### config.mk
export PLATFORM = sky130hd
export DESIGN_NAME = fault_injector_ctrl
export DESIGN_NICKNAME = d
export VERILOG_FILES = /design/src/rtl/fault_inj_pkg.sv /design/src/rtl/fault_injector_btn_conditioner.sv /design/src/rtl/fault_injector_ctrl.sv
export SDC_FILE = /design/constraint.sdc
export NUM_CORES = 1
export LEC_CHECK = 0
export ABC_AREA = 1
export CAP_MARGIN = 10
export CORE_UTILIZATION = 45
export CTS_BUF_LIST = sky130_fd_sc_hd__clkbuf_16
export CTS_CLUSTER_DIAMETER = 30
export DETAILED_ROUTE_END_ITERATION = 10
export GPL_TIMING_DRIVEN = 0
export HOLD_SLACK_MARGIN = 0.1
export PLACE_DENSITY = 0.67
export SLEW_MARGIN = 20
export SYNTH_ARGS = -nofsm -noshare
export SYNTH_HDL_FRONTEND = slang
export SYNTH_HIERARCHICAL = 1
export SYNTH_SLANG_ARGS = --single-unit
### constraint.sdc
create_clock -name clk -period 3.5 [get_ports clk]
set_input_delay 0.7 -clock clk [delete_from_list [all_inputs] [get_ports clk]]
set_output_delay 0.7 -clock clk [all_outputs]
set_load 0.1 [all_outputs]
### src/rtl/fault_inj_pkg.sv
// Shared types and constants for the ECC-demo fault injector.
package fault_inj_pkg;

    typedef enum logic [1:0] {PASS, STICKY, ONESHOT, RANDOM} inj_mode_t;

    // Galois taps for x^8+x^6+x^5+x^4+1 in a right-shifting register.
    localparam logic [7:0] LFSR_POLY = 8'hB8;

    // Width needed to hold a Hamming position 0..n.
    function automatic int pos_w(input int n);
        return $clog2(n + 1);
    endfunction

endpackage

### src/rtl/fault_injector_btn_conditioner.sv
// Button conditioner: 2-FF synchroniser, debounce counter, single press pulse.
module btn_conditioner #(
    parameter int DEBOUNCE = 16
) (
    input  logic clk,
    input  logic rst_n,
    input  logic btn,
    output logic press
);
    localparam int CW = $clog2(DEBOUNCE + 1);

    logic [1:0]    sync;
    logic          level;
    logic [CW-1:0] cnt;

    // The level is only replaced after DEBOUNCE consecutive differing samples;
    // any return to the old level restarts the count.
    always_ff @(posedge clk or negedge rst_n) begin
        if (!rst_n) begin
            sync  <= '0;
            level <= 1'b0;
            cnt   <= '0;
            press <= 1'b0;
        end else begin
            sync  <= {sync[0], btn};
            press <= 1'b0;
            if (sync[1] == level) begin
                cnt <= '0;
            end else if (cnt == CW'(DEBOUNCE - 1)) begin
                level <= sync[1];
                cnt   <= '0;
                press <= sync[1];
            end else begin
                cnt <= cnt + 1'b1;
            end
        end
    end

endmodule

### src/rtl/fault_injector_ctrl.sv
// Fault injector between Hamming encoder and decoder: button-edited mask, four
// injection modes, 1-cycle registered output with ready/valid handshake.
module fault_injector_ctrl
    import fault_inj_pkg::*;
#(
    parameter int         N         = 7,
    parameter int         DEBOUNCE  = 16,
    parameter logic [7:0] LFSR_SEED = 8'hA5,
    parameter int         CNT_W     = 16
) (
    input  logic                clk,
    input  logic                rst_n,
    input  logic [N:1]          code_in,
    input  logic                in_valid,
    output logic                in_ready,
    input  logic [1:0]          mode,
    input  logic [3:0]          BTN,
    output logic [N:1]          noisy_data,
    output logic                out_valid,
    input  logic                out_ready,
    output logic [N:1]          fault_mask,
    output logic [pos_w(N)-1:0] cursor,
    output logic [N:1]          err_mask,
    output logic                armed,
    output logic [CNT_W-1:0]    fault_cnt
);
    localparam int PW = pos_w(N);

    logic [3:0] press;
    inj_mode_t  md;
    logic [7:0] lfsr;
    logic [N:1] m;
    logic [N:1] cur_bit;
    logic       accept;

    btn_conditioner #(.DEBOUNCE(DEBOUNCE)) u_btn [3:0] (
        .clk   (clk),
        .rst_n (rst_n),
        .btn   (BTN),
        .press (press)
    );

    assign md       = inj_mode_t'(mode);
    assign in_ready = !out_valid || out_ready;
    assign accept   = in_valid && in_ready;

    always_comb begin
        m       = '0;
        cur_bit = '0;
        for (int i = 1; i <= N; i++) cur_bit[i] = (cursor == PW'(i));
        case (md)
            STICKY:  m = err_mask;
            ONESHOT: if (armed) m = err_mask;
            RANDOM:  for (int i = 1; i <= N; i++) m[i] = (lfsr[PW-1:0] == PW'(i));
            default: m = '0;
        endcase
    end

    // Mask editing; clear overrides a same-cycle toggle.
    always_ff @(posedge clk or negedge rst_n) begin
        if (!rst_n) begin
            cursor   <= PW'(1);
            err_mask <= '0;
            armed    <= 1'b0;
        end else begin
            if (press[0]) cursor <= (cursor == PW'(N)) ? PW'(1) : cursor + 1'b1;
            if (press[2])      err_mask <= '0;
            else if (press[1]) err_mask <= err_mask ^ cur_bit;
            if (md != ONESHOT)       armed <= 1'b0;
            else if (accept && armed) armed <= 1'b0;
            else if (press[3])        armed <= 1'b1;
        end
    end

    always_ff @(posedge clk or negedge rst_n) begin
        if (!rst_n) begin
            noisy_data <= '0;
            fault_mask <= '0;
            out_valid  <= 1'b0;
            lfsr       <= LFSR_SEED;
            fault_cnt  <= '0;
        end else begin
            if (accept) begin
                noisy_data <= code_in ^ m;
                fault_mask <= m;
                out_valid  <= 1'b1;
            end else if (out_ready) begin
                out_valid <= 1'b0;
            end
            if (accept && md == RANDOM)
                lfsr <= {1'b0, lfsr[7:1]} ^ (lfsr[0] ? LFSR_POLY : 8'h00);
            if (accept && |m && fault_cnt != '1)
                fault_cnt <= fault_cnt + 1'b1;
        end
    end

endmodule

==> results by group, run 1 <==
Drt
  • Pre-Repair DR Iteration Count: 7
  • Drt total wl: 8.17 mm
  • Detailed Route Iter0 Violations: 119
  • Drt drc: 18
  • DR vias: 3,305
  • Number of routed nets with antenna violations: 0
  • Vias per inst: 4.96
  • Wire per inst: 12.3 um

Yosys
  • Yosys Warn Count: 6
  • Distinct cells, synth: 28
  • Syn_nets: 510
  • Post-Synth XOR/XNOR Area: 4.67%
  • Synth Area per Inst: 8.56 um2
  • Largest family of logic cells by synthesized area: simple AND/OR/NAND/NOR gates
  • Area share of and/or/nand/nor cells after synthesis: 27.7%
  • Async set-reset flop share out of synthesis: 100%
  • Yosys reg bits: 86
  • Synth Area in Adders: 3.34%
  • Number of flops mapped to enable cells by yosys: 0
  • Synth Area in Compound Gates: 4.88%
  • Cells after Synth: 482
  • Syn Std Cell Area: 0.00413 mm2
  • Post-synth top flop: dfrtp_1
  • Mux cell area share after synthesis: 0%
  • Sequential cell area fraction in the yosys report: 52.3%

Placed design
  • Dpl hpwl: 5.89 mm
  • Placed cells: 650
  • RD Place Congestion: 0.836
  • Buffers added on ports: 59
  • Placement Cell Area: 0.00488 mm2
  • Worst slack, placed: 0.383 ns

Timing
  • Worst Tran Pin Value: 0.980 ns
  • Final hold viol count: 0
  • Count of pins over their slew limit: 0
  • Final setup fails: 0
  • Setup TNS: 0 ns
  • Hold WS: 0.318 ns
  • Peak Freq: 0.320 GHz
  • Final min period: 3.12 ns
  • Final Cycle Share: 89.2%
  • Slew margin rel.: 34.4%
  • Clock skew: 0.00729 ns
  • RSZ-0062 raised after global routing: no
  • Final worst setup slack: 0.380 ns

Cells and area
  • Fin util: 58.6%
  • Post-Layout Inst Area: 0.00516 mm2
  • Share of layout cells above drive strength 1: 6.81%
  • Area delta synth->final: 25.1%
  • Most common cell after layout, fill and taps aside: nand2_1
  • Fin cells: 666
  • Layout Nets: 581
  • Commonest non-fill, non-tap cells in the layout: nand2_1 (138), dfrtp_1 (81), inv_1 (61)
  • Antenna diode count: 0

Run
  • Max Cap Viol: 0

Clock tree
  • H-tree depth: 3
  • Clock Sinks: 86
  • Resized cells post-CTS: 0
  • CTS tree: built
  • Max clock buf depth: 2
  • Root buffer cell: clkbuf_16
  • Post-CTS Setup Inserts: 0
  • CTS Buf Count: 9
  • Clk_lat worst skew: 0.33 ns
  • CTS clk-pin slew, worst paths: 0.06 ns
  • CTS Hold Bufs: 0

Global routing
  • Initial antenna violation count: 0
  • GRT Max-Usage Layer: met2
  • Overflow after GRT: 0
  • Global-route wire length before repair: 14.2 mm
  • Met1 Track Usage GR: 24.2%
  • Largest net degree at the start of global routing: 54
  • Met2 GRT Util: 30.7%
  • Met3 usage: 3.44%
  • Total GRT Usage: 18.4%
  • Vias in the first global route: 3,153

Floorplanning
  • Die area: 0.00955 mm2
  • Die height: 97.7 um
  • Die width: 97.7 um
  • I/O pin count: 60
  • # rows: 34
  • Initial core utilization: 46.8%
  • Core area: 0.00881 mm2

Worst setup path
  • Kind of critical path: in2out
  • Crit path capture type: output pin
  • Largest fanout on the critical path: 3
  • CP Data Required Time: 2.80 ns
  • WP data arrival: 2.42 ns
  • CP Launch Type: input port

Power
  • PwrDens: 539 mW/mm2
  • Pleak: 2.43 nW
  • Total Power: 2.78 mW
  • Peak VDD IR: 379 uV

Run status
  • Status: finished with violations
  • Failing checks: DRC

Hold path
  • Worst Hold Class: in2async
cell usage after synthesis (4+ instances only):
cell,number,area (um2)
dfrtp_1,81,2030
dfstp_2,5,131
a21oi_1,7,35.0
o21ai_0,23,115
nand4_1,27,169
xor2_1,7,61.3
o21a_1,4,30.0
nor2_1,44,165
xnor2_1,15,131
ha_1,11,138
inv_1,59,221
clkbuf_1,5,18.8
nand3_1,30,150
nand2_1,138,518
state kept, by name, indices dropped and copies added (netlist names):
signal,flops
fault_cnt,16
cursor,3
armed,1
u_btn/level,4
u_btn/cnt,20
u_btn/press,4
u_btn/sync,8
out_valid,1
err_mask,7
fault_mask,7
lfsr,8
noisy_data,7
layer usage:
layer | part of all wire, % | up-vias
li1 | - | 1687
met3 | 4.1 | 8
met4 | 1.0 | 0
met1 | 47 | 1546
met5 | 0 | -
met2 | 48 | 64
area by class of cell:
cell class	count	area, um2
Buffer	11	70.1
Clock buffer	9	225
Clock inverter	7	58.8
Fill cell	814	3650
Inverter	59	221
Multi-Input combinational cell	326	1680
Sequential cell	86	2160
Tap cell	108	135
Timing Repair Buffer	60	616
worst max-delay path, cell delays in order:
cell	delay, ns
clkdlybuf4s50_1	0.46
inv_1	0.04
nand2_1	0.08
clkdlybuf4s50_1	1.14
where the power goes:
group / total [mW] / internal (mW) / switching [mW]
Sequential: 1.17 / 1.10 / 0.0768
Combinational: 0.693 / 0.196 / 0.497
Clock: 0.914 / 0.543 / 0.371
Total: 2.78 / 1.83 / 0.945
path summary, 6_finish.rpt:
path	start	to	slack, ns	cells past startpoint
worst max-delay path	out_ready	in_ready	0.38	4
worst min-delay path	rst_n	fault_mask[7]	0.32	1
worst max register to register	fault_cnt[0]	fault_cnt[3]	1.72	7
worst min register to register	u_btn[2]/sync[0]	u_btn[2]/sync[1]	0.35	0
max in group asynchronous	rst_n	cursor[0]	2.51	2
min in group clk	u_btn[2]/sync[0]	u_btn[2]/sync[1]	0.35	0
logic make-up after synthesis:
kind of cell             after synthesis
AO/OA/AOI/OAI                         37
XOR/XNOR                              22
adder cells (fa/ha/maj)               11
buffers and inverters                 70
flip-flops                            86
AND/OR/NAND/NOR                      256
No activity file was read; power rests on OpenSTA's default activity.
==> run 2, diff against run 1 <==
Settings changed: HOLD_SLACK_MARGIN 0.1 to 0.15.
==> results of run 2 <==
No change in the layout: final DEF, timing and power equal those of run 1.
==> run 3, diff against run 2 <==
Settings changed: CTS_BUF_LIST sky130_fd_sc_hd__clkbuf_16 to sky130_fd_sc_hd__clkbuf_2 sky130_fd_sc_hd__clkbuf_4 sky130_fd_sc_hd__clkbuf_8.
==> run 3 against run 2 <==
- register-to-register slack improved by 0.03 ns
- the flow still finishes with violations (DRC)
- via count shrank 0.36%
- wire length fell by 1.0%
- clock power is 22% lower
- clock skew grew 0.0055 ns
- worst hold slack lost 0.027 ns
- combinational power about the same
- critical path depth unchanged
- setup slack better by 0.00075 ns
- count of clock-buffer cells in the layout is 3 higher
==> results by group, run 3 (synthesis results as in run 1) <==
Clock tree
  • Max clock buf depth: 2 (unchanged)
  • Resized cells post-CTS: 0 (unchanged)
  • Post-CTS Setup Inserts: 0 (unchanged)
  • CTS clk-pin slew, worst paths: 0.09 ns (+0.03 ns)
  • H-tree depth: 3 (unchanged)
  • CTS Hold Bufs: 0 (unchanged)
  • Clk_lat worst skew: 0.36 ns (+0.03 ns)
  • Root buffer cell: clkbuf_8
  • CTS Buf Count: 9 (unchanged)
  • CTS tree: built
  • Clock Sinks: 86 (unchanged)

Timing
  • Clock skew: 0.0127 ns (+0.00545 ns)
  • RSZ-0062 raised after global routing: no
  • Final min period: 3.12 ns (-0.000747 ns)
  • Final Cycle Share: 89.1% (about the same)
  • Worst Tran Pin Value: 0.981 ns (+0.000388 ns)
  • Peak Freq: 0.321 GHz (about the same)
  • Slew margin rel.: 34.4% (about the same)
  • Count of pins over their slew limit: 0 (unchanged)
  • Final hold viol count: 0 (unchanged)
  • Final setup fails: 0 (unchanged)
  • Final worst setup slack: 0.380 ns (+0.000747 ns)

Cells and area
  • Most common cell after layout, fill and taps aside: nand2_1
  • Fin util: 57.6% (-0.95 points)
  • Top flop regs: u_btn/cnt: 20 flops, fault_cnt: 16 flops
  • Filler instances: 826 (+1.5%)
  • Largest register by flop count: u_btn/cnt
  • Antenna diode count: 0 (unchanged)
  • Fin cells: 666 (unchanged)
  • Commonest non-fill, non-tap cells in the layout: nand2_1 (138), dfrtp_1 (81), inv_1 (59)
  • Layout Nets: 581 (unchanged)
  • Post-Layout Inst Area: 0.00508 mm2 (-1.6%)
  • Share of layout cells above drive strength 1: 7.35% (+0.54 points)
  • Largest register FFs: 20 (unchanged)
  • Area delta synth->final: 23.1%

Worst setup path
  • Worst path cell trace: clkdlybuf4s50_1 -> inv_1 -> nand2_1 -> clkdlybuf4s50_1
  • Worst path max stage delay: 1.14 ns (about the same)
  • Largest fanout on the critical path: 3 (unchanged)
  • Kind of critical path: in2out
  • FF-to-FF End: fault_cnt[15]
  • Crit Reg-Reg Startpoint: fault_cnt[0]
  • CP most frequent cell: clkdlybuf4s50_1
  • Worst R2R Setup Slack: 1.75 ns (+0.03 ns)
  • Crit path capture type: output pin
  • WP data arrival: 2.42 ns (about the same)
  • R2R cell count: 7 (unchanged)
  • Slowest cell on the critical path: clkdlybuf4s50_1
  • CP Data Required Time: 2.80 ns (about the same)
  • CP Launch Type: input port

Drt
  • Detailed Route Iter0 Violations: 111 (-6.7%)
  • Wire per inst: 12.1 um (-1.0%)
  • Pre-Repair DR Iteration Count: 7 (unchanged)
  • Vias per inst: 4.94 (-0.36%)
  • Drt total wl: 8.08 mm (-1.0%)
  • Drt drc: 18 (unchanged)
  • Number of routed nets with antenna violations: 0 (unchanged)
  • DR vias: 3,293 (-0.36%)

Floorplanning
  • Initial core utilization: 46.8% (unchanged)
  • # rows: 34 (unchanged)
  • Die area: 0.00955 mm2 (unchanged)
  • Core area: 0.00881 mm2 (unchanged)
  • Die width: 97.7 um (unchanged)
  • I/O pin count: 60 (unchanged)
  • Die height: 97.7 um (unchanged)

Placed design
  • Worst slack, placed: 0.383 ns (unchanged)
  • RD Place Congestion: 0.836 (unchanged)
  • Placement Cell Area: 0.00488 mm2 (unchanged)
  • Placed cells: 650 (unchanged)
  • Buffers added on ports: 59 (unchanged)
  • Dpl hpwl: 5.89 mm (unchanged)

Hold path
  • Worst Hold Class: in2async

Power
  • Pleak: 2.39 nW (-1.7%)
  • Peak VDD IR: 240 uV (-37%)
  • PwrDens: 506 mW/mm2 (-6.0%)
  • Total Power: 2.57 mW (-7.5%)

Global routing
  • Initial antenna violation count: 0 (unchanged)
  • Total GRT Usage: 18.3% (-0.078 points)
  • Largest net degree at the start of global routing: 54 (unchanged)
  • Overflow after GRT: 0 (unchanged)
  • Vias in the first global route: 3,140 (-0.41%)
  • Global-route wire length before repair: 14.1 mm (-0.68%)

Run
  • Max Cap Viol: 0 (unchanged)

Run status
  • Failing checks: DRC
  • Status: finished with violations
## run 3: cell count changes in the layout (fill, tap and decap cells not counted), sizes merged
cell | previous run | this run
inv | 61 | 59
clkinv | 3 | 2
clkbuf | 14 | 17
## run 3: cell type report
class                   instances  area [um2]  share of cell area, %
well taps                     108         135                   2.66
multi-input cells             326        1680                   33.0
clock buffers                  12         153                   3.01
repair buffers                 60         616                   12.1
clock inverters                 4        47.5                  0.937
plain buffers                  11        70.1                   1.38
inverters                      59         221                   4.36
flip-flops and latches         86        2160                   42.5
## run 3: worst max-delay path, delay by kind of cell
family | cells | cell delay [ns]
buffers and inverters | 3 | 1.64
AND/OR/NAND/NOR | 1 | 0.08
## run 3: worst max-delay path by stage
stage / from / to
6_report: out_ready / in_ready
5_1_grt: out_ready / in_ready
4_1_cts: out_ready / in_ready
3_5_place_dp: out_ready / in_ready
3_3_place_gp: rst_n / u_btn[0]/cnt[0]
2_1_floorplan: out_valid / fault_mask[1]
## run 3: per-stage QoR
stage               TNS [ns]  hold slack, ns
floorplan                  0           0.331
global placement     -114.28           0.334
detailed placement         0           0.336
CTS                        0           0.302
global route               0           0.318
finish                     0           0.291
## run 3: power breakdown
| part | leakage [nW] | internal (mW) | switching [mW] | total, mW |
|---|---|---|---|---|
| sequential | 1.13 | 1.09 | 0.0762 | 1.17 |
| clock | 0.103 | 0.363 | 0.346 | 0.709 |
| combinational | 1.16 | 0.196 | 0.496 | 0.692 |
## run 3: per-layer routing
layer / vias up / share of wire (%) / global-route usage (%)
li1: 1680 / - / -
met1: 1545 / 48 / 24.0
met2: 56 / 47 / 30.2
met3: 12 / 3.8 / 3.87
met4: 0 / 1.1 / 6.64
met5: - / 0 / 0
